`src/rtl/csr_counter_bank.sv`:
```
// csr_counter_bank: machine-mode cycle/instret counters with mcountinhibit,
// hi/lo 32-bit CSR access, registered read port and illegal-access flag.
module csr_counter_bank #(
  parameter int unsigned CNT_W       = 64,
  parameter int unsigned RETIRE_MAX  = 1,
  parameter logic [2:0]  INHIBIT_RST = 3'b000
) (
  input  logic                              clk,
  input  logic                              rst,
  input  logic [$clog2(RETIRE_MAX+1)-1:0]   retire_cnt,
  input  logic [11:0]                       csr_addr,
  input  logic                              csr_re,
  input  logic                              csr_we,
  input  logic [31:0]                       csr_wdata,
  output logic [31:0]                       csr_rdata,
  output logic                              csr_rvalid,
  output logic                              csr_illegal
);

  typedef enum logic [2:0] {
    SEL_NONE,
    SEL_CYC_LO,
    SEL_CYC_HI,
    SEL_INS_LO,
    SEL_INS_HI,
    SEL_INH
  } sel_e;

  logic [CNT_W-1:0] mcycle_q,   mcycle_d;
  logic [CNT_W-1:0] minstret_q, minstret_d;
  logic [2:0]       inh_q,      inh_d;        // {IR, TM, CY}
  logic [31:0]      rdata_q,    rdata_d;
  logic             rvalid_q,   rvalid_d;
  logic             illegal_q,  illegal_d;

  sel_e        sel;
  logic        ro_addr;
  logic        mapped;
  logic        wr_en;
  logic [31:0] rd_val;
  logic [63:0] cyc_ext;
  logic [63:0] ins_ext;

  // Counters viewed as 64 bits so hi/lo slicing is uniform for any CNT_W;
  // bits above CNT_W are zero and are dropped again on write-back.
  assign cyc_ext = 64'(mcycle_q);
  assign ins_ext = 64'(minstret_q);

  // Address decode: which register is addressed and whether it is read-only.
  always_comb begin
    sel     = SEL_NONE;
    ro_addr = 1'b0;
    case (csr_addr)
      12'hB00: sel = SEL_CYC_LO;
      12'hB80: sel = SEL_CYC_HI;
      12'hB02: sel = SEL_INS_LO;
      12'hB82: sel = SEL_INS_HI;
      12'h320: sel = SEL_INH;
      12'hC00: begin sel = SEL_CYC_LO; ro_addr = 1'b1; end
      12'hC80: begin sel = SEL_CYC_HI; ro_addr = 1'b1; end
      12'hC02: begin sel = SEL_INS_LO; ro_addr = 1'b1; end
      12'hC82: begin sel = SEL_INS_HI; ro_addr = 1'b1; end
      default: ;
    endcase
  end

  assign mapped    = (sel != SEL_NONE);
  assign illegal_d = ((csr_re | csr_we) & ~mapped) | (csr_we & ro_addr);
  assign wr_en     = csr_we & mapped & ~ro_addr;

  // Read mux on current register state; unmapped addresses return zero.
  always_comb begin
    rd_val = '0;
    case (sel)
      SEL_CYC_LO: rd_val = cyc_ext[31:0];
      SEL_CYC_HI: rd_val = cyc_ext[63:32];
      SEL_INS_LO: rd_val = ins_ext[31:0];
      SEL_INS_HI: rd_val = ins_ext[63:32];
      SEL_INH:    rd_val = {29'd0, inh_q};
      default:    rd_val = '0;
    endcase
  end

  assign rdata_d  = csr_re ? rd_val : rdata_q;
  assign rvalid_d = csr_re;

  // Next-state for counters and inhibit: a write to a counter half replaces
  // that counter's increment for the cycle, the other half is held as-is.
  always_comb begin
    mcycle_d   = inh_q[0] ? mcycle_q   : mcycle_q + CNT_W'(1);
    minstret_d = inh_q[2] ? minstret_q : minstret_q + CNT_W'(retire_cnt);
    inh_d      = inh_q;
    if (wr_en) begin
      case (sel)
        SEL_CYC_LO: mcycle_d   = CNT_W'({cyc_ext[63:32], csr_wdata});
        SEL_CYC_HI: mcycle_d   = CNT_W'({csr_wdata, cyc_ext[31:0]});
        SEL_INS_LO: minstret_d = CNT_W'({ins_ext[63:32], csr_wdata});
        SEL_INS_HI: minstret_d = CNT_W'({csr_wdata, ins_ext[31:0]});
        SEL_INH:    inh_d      = csr_wdata[2:0];
        default:    ;
      endcase
    end
  end

  // State and registered read-port update with synchronous reset.
  always_ff @(posedge clk) begin
    if (rst) begin
      mcycle_q   <= '0;
      minstret_q <= '0;
      inh_q      <= INHIBIT_RST;
      rdata_q    <= '0;
      rvalid_q   <= 1'b0;
      illegal_q  <= 1'b0;
    end else begin
      mcycle_q   <= mcycle_d;
      minstret_q <= minstret_d;
      inh_q      <= inh_d;
      rdata_q    <= rdata_d;
      rvalid_q   <= rvalid_d;
      illegal_q  <= illegal_d;
    end
  end

  assign csr_rdata   = rdata_q;
  assign csr_rvalid  = rvalid_q;
  assign csr_illegal = illegal_q;

endmodule

```
`config.mk`:
```
export PLATFORM = sky130hd
export DESIGN_NAME = csr_counter_bank
export DESIGN_NICKNAME = d
export VERILOG_FILES = /design/src/rtl/csr_counter_bank.sv
export SDC_FILE = /design/constraint.sdc
export NUM_CORES = 1
export LEC_CHECK = 0
export BUFFER_PORTS_ARGS = -buffer_cell sky130_fd_sc_hd__buf_2
export CORE_MARGIN = 2
export CORE_UTILIZATION = 50
export DETAILED_ROUTE_END_ITERATION = 8
export HOLD_SLACK_MARGIN = 0.05
export PLACE_DENSITY = 0.73
export SYNTH_ARGS = -nofsm -noshare
export SYNTH_HDL_FRONTEND = slang
export SYNTH_SLANG_ARGS = --single-unit
export TNS_END_PERCENT = 5
```
`constraint.sdc`:
```
create_clock -name clk -period 3.61 [get_ports clk]
set_input_delay 1.083 -clock clk [delete_from_list [all_inputs] [get_ports clk]]
set_output_delay 1.083 -clock clk [all_outputs]
set_load 0.03 [all_outputs]
```
# ---- After elaboration in Yosys (flattened, before gate mapping)
# Cells that the tools add are included.
dict set report op_classes {
  n_addsub 2
  eq_ne 18
  mux 9
  bitwise 8
  reduce_logical 7
}
# operator count
set ops {}
lappend ops {{64-bit 2-to-1 mux} 4}
lappend ops {{64-bit one-hot mux with 2 select lines} 2}
lappend ops {{32-bit one-hot mux with 5 select lines} 1}
lappend ops {{12-bit == test, second input constant} 8}
lappend ops {{64-bit by 1-bit adder with 64-bit output} 1}
lappend ops {{64-bit by 1-bit adder with 64-bit output, second input constant} 1}
lappend ops {{3-bit one-hot mux with 5 select lines} 1}
lappend ops {{12-bit by 10-bit == test with 1-bit output, second input constant} 1}
lappend ops {{2-bit != test, second input constant} 4}
lappend ops {{2-bit OR reduction} 4}
lappend ops {{3-bit by 2-bit == test with 1-bit output, second input constant} 2}
lappend ops {{3-bit == test, second input constant} 2}
lappend ops {{1-bit bitwise AND} 4}
lappend ops {{4-bit OR reduction} 1}
lappend ops {{3-bit by 1-bit == test with 1-bit output, second input constant} 1}
lappend ops {{3-bit nonzero test} 1}
lappend ops {{1-bit NOT} 2}
lappend ops {{1-bit OR} 2}
lappend ops {{2-bit AND reduction} 1}
lappend ops {{1-bit 2-to-1 mux} 1}
dict set report totals {
  register_bits 165
  inputBits 49
  output_inout_bits 34
  wordCells 52
}

# ---- Depth between registers and ports, before layout
dict set report depth {
  ltp_word 7
  mapped_depth 10
  depth_no_buf 8
}

# ---- Worst setup path before layout
# No wires, ideal clock.
dict set report synth_timing {
  path_type {input -> register}
  startpoint {input retire_cnt}
  endpoint {register minstret_q[62], in the netlist ins_ext[62]}
  setup_ns 0.133
  arrival_ns 3.072
  t_required_ns 3.477
  path_slack_ns 0.405
  cell_stages 9
  path_buffers 1
  path_cell_list {ha_1 > ha_1 > nand4b_4 > or4_1 > nor4_1 > buf_2 > nand4_1 > mux2i_1 > a21oi_1}
}
dict set report synth_between {
  elab_chain_cells 4
}
# element line_no
set synth_lines {}
lappend synth_lines {{start: declaration} 10} ;# input logic [$clog2(RETIRE_MAX+1)-1:0] retire_cnt,
lappend synth_lines {{64-bit by 1-bit adder with 64-bit output *} 91} ;# minstret_d = inh_q[2] ? minstret_q : minstret_q + CNT_W'(retire_cnt);
lappend synth_lines {{64-bit 2-to-1 mux *} 91}
lappend synth_lines {{64-bit one-hot mux with 2 select lines} 94} ;# case (sel)
lappend synth_lines {{64-bit 2-to-1 mux *} 93} ;# if (wr_en) begin
lappend synth_lines {{end signal: assignment} 116} ;# minstret_q <= minstret_d;
lappend synth_lines {{end: declaration} 30} ;# logic [CNT_W-1:0] minstret_q, minstret_d;
# Every way passes the cells marked *; elsewhere a longest branch is shown, timed or not.
# A chain may end at the register's enable or synchronous reset.

# ---- Worst setup path after layout
dict set report layout_timing {
  startpoint {input retire_cnt}
  endpoint {register minstret_q[54], in the netlist ins_ext[54]}
}
# The elaborated chain is that of the path after synthesis.

==> impl_metrics.ini <==
[status]
status = completed

[placed_design]
io_buffers = 82
post-place-ws_ns = 0.1896
hpwl_um = 28010
dp_cells = 1689
gp_congestion = 0.9991
placed_area_mm2 = 0.01132

[floorplan]
io-pin-count = 83
die_x_um = 149.2
die_y_um = 149.2
die_area_mm2 = 0.02225
rows = 53
coreArea_mm2 = 0.02082
start_util = 0.5059

[timing]
setup_viol = 0
fin_worst_skew_ns = 0.01026
maxSlewViolCount = 0
min_period_ns = 2.980
relSlewSlack = 0.4352
hold_viol_final = 0
fmaxAchievable_mhz = 335.5
fin_crit_sh = 0.8256
rsz0062_at_grt = no
setup_tns_ns = 0
worst_pin_slew_ns = 0.8395
worst_slack_ns = 0.6296

[power_and_ir_drop]
power_leakage_uw = 0.004118
combPwrFrac = 0.056
switchingPower_uw = 1034
p_clk_frac = 0.473
p_total_uw = 3891
p_sw_frac = 0.2658
power_density_mw_per_mm2 = 327.3
p_int_uw = 2857
seq_power_share = 0.471
peakVddDrop_v = 0.0002738

[logic_synthesis]
synth_fp_nets = 1437
synthSimpleGateAreaFrac = 0.2875
ys_ff_latch = 165
synthCells = 1385
synth_mux_area_frac = 0.05368
synth-xor-area-share = 0.01496
synthTopCellsByArea = dfxtp_1, o21ai_0, nand2_1, a22oi_1, a21oi_1
ys_seq_area_frac = 0.3135
synthFlopType = dfxtp_1
synth_top_area_cell = dfxtp_1
synth-adder-area-share = 0.003563
synth_top_family_by_area = simple AND/OR/NAND/NOR gates
synth.top_cell.area_share = 0.3135
async_flop_share = 0
avgSynthCellArea_um2 = 7.607
synth.most_common_cell = dfxtp_1
synth_edf_count = 0
synth_compound_area_frac = 0.2764
synth_cell_types = 87
yosys-top-cells-count = dfxtp_1, nand2_1, o21ai_0, a21oi_1, nor2_1
yosys_warnings = 0
synth_area_mm2 = 0.01054

[critical_path]
crit_path_start_kind = primary input
worstPathCellList = buf_2 > ha_1 > ha_1 > nand4b_4 > or4_1 > nor4_1 > buf_4 > a21oi_1 > o21ai_0 > a21oi_1
cp.arrival_ns = 3.27
critPathMaxFanout = 11
r2r_cells = 7
critical_path_class = in2reg
cpPeakStageDelay_ns = 0.65
critPathSlowestCell = or4_1
cp.required_ns = 3.90
cp-end-kind = flip-flop

[clock_tree]
numClockSinks = 165
path_clk_slew_ns = 0.07
cts_tree = yes
insertion_delay_ns = 0.44
post_cts_buffers = 0
cts_max_path_buffers = 2
root_buffer = clkbuf_16
hold_buffers = 0
cts-buffers-inserted = 17
cts_htree_levels = 4
cts-resized-gates = 0

[grt]
grt_use_met1 = 0.5125
antenna_found_initial = 0
grt_max_degree = 62
use_met3 = 0.06239
grt_overflow = 0
first_global_vias = 10260
grt.total_usage = 0.3534
top_usage_layer = met1
grt_util_met2 = 0.5113
grt_first_pass_wirelength_um = 60560

[route]
drt_iter0_drc = 1648
finalWirelength_um = 39450
vias = 11710
dr.pass1.iters = 6
ant_nets = 0
drt-wirelength-per-cell_um = 22.93
drc = 0
routed_via_density = 6.804

[cells_and_area]
drive_above_1_share = 0.1508
instances_no_fill = 1721
fin_nets = 1485
final_area_mm2 = 0.01189
antenna_cells = 0
syn_to_final_growth_pct = 12.84

[flow_run]
drv_cap = 0

[min_path]
hold_class = reg2reg
whs_path_depth = 2
-- state kept, by name (all words and copies together) (netlist names) --
name         cells
csr_rvalid       1
csr_illegal      1
cyc_ext         64
csr_rdata       32
ins_ext         64
inh_q            3
-- metrics by stage --
stage               hold slack, ns    util
CTS                         0.4537  0.5709
floorplan                   0.4567       -
finish                      0.4454  0.5709
global route                0.4755  0.5709
detailed placement          0.4366  0.5436
global placement            0.4293  0.5436
-- final cells by class --
type	instances	area [um^2]
clock buffers	17	425.4
multi-input cells	1099	6718
fillers	2014	8935
well taps	275	344.1
repair buffers	135	898.4
inverters	15	56.30
flip-flops and latches	165	3303
clock inverters	15	142.6
-- critical path, delay by kind of cell --
| family | cells | cell delay [ns] |
|---|---|---|
| AND/OR/NAND/NOR | 3 | 1.13 |
| adder cells (fa/ha/maj) | 2 | 0.41 |
| AO/OA/AOI/OAI | 3 | 0.33 |
| buffers and inverters | 2 | 0.31 |
-- routing by layer --
metal / up-vias / wire, um
li1: 5356 / -
met1: 5484 / 16060
met2: 745 / 16700
met3: 124 / 4935
met4: 0 / 1760
met5: - / 0
-- logic make-up after synthesis --
kind of cell | Yosys count
AND/OR/NAND/NOR | 556
AO/OA/AOI/OAI | 468
flip-flops | 165
buffers and inverters | 121
multiplexers | 54
XOR/XNOR | 18
adder cells (fa/ha/maj) | 3
-- placed cells by master (no fill, tap or decap), types with 44 or more instances in the layout --
master and n:
nor3_1 45, nand2_1 148, o21ai_0 145, dfxtp_1 165, nand4_1 46, buf_2 81, a22oi_1 70, nand3_1 44
nor2_1 78, a21oi_1 103, buf_4 47
-- final timing paths --
| path | slack, ns | from | end |
|---|---|---|---|
| min | 0.45 | csr_rdata[21]$_SDFFE_PP0P_ | csr_rdata[21]$_SDFFE_PP0P_ |
| max | 0.63 | retire_cnt | ins_ext[54]$_SDFFE_PP0P_ |
| min reg2reg | 0.45 | csr_rdata[21]$_SDFFE_PP0P_ | csr_rdata[21]$_SDFFE_PP0P_ |
| max reg2reg | 0.82 | ins_ext[13]$_SDFFE_PP0P_ | ins_ext[45]$_SDFFE_PP0P_ |
-- power by group through the flow --
stage	clock, uW	combinational, uW	sequential [uW]
floorplan	0	99.2	1880
global placement	0	209	1880
detailed placement	0	209	1880
CTS	1840	210	1830
global route	1920	228	1830
finish	1840	219	1830
Note: power is estimated with default switching activity, not from simulation.
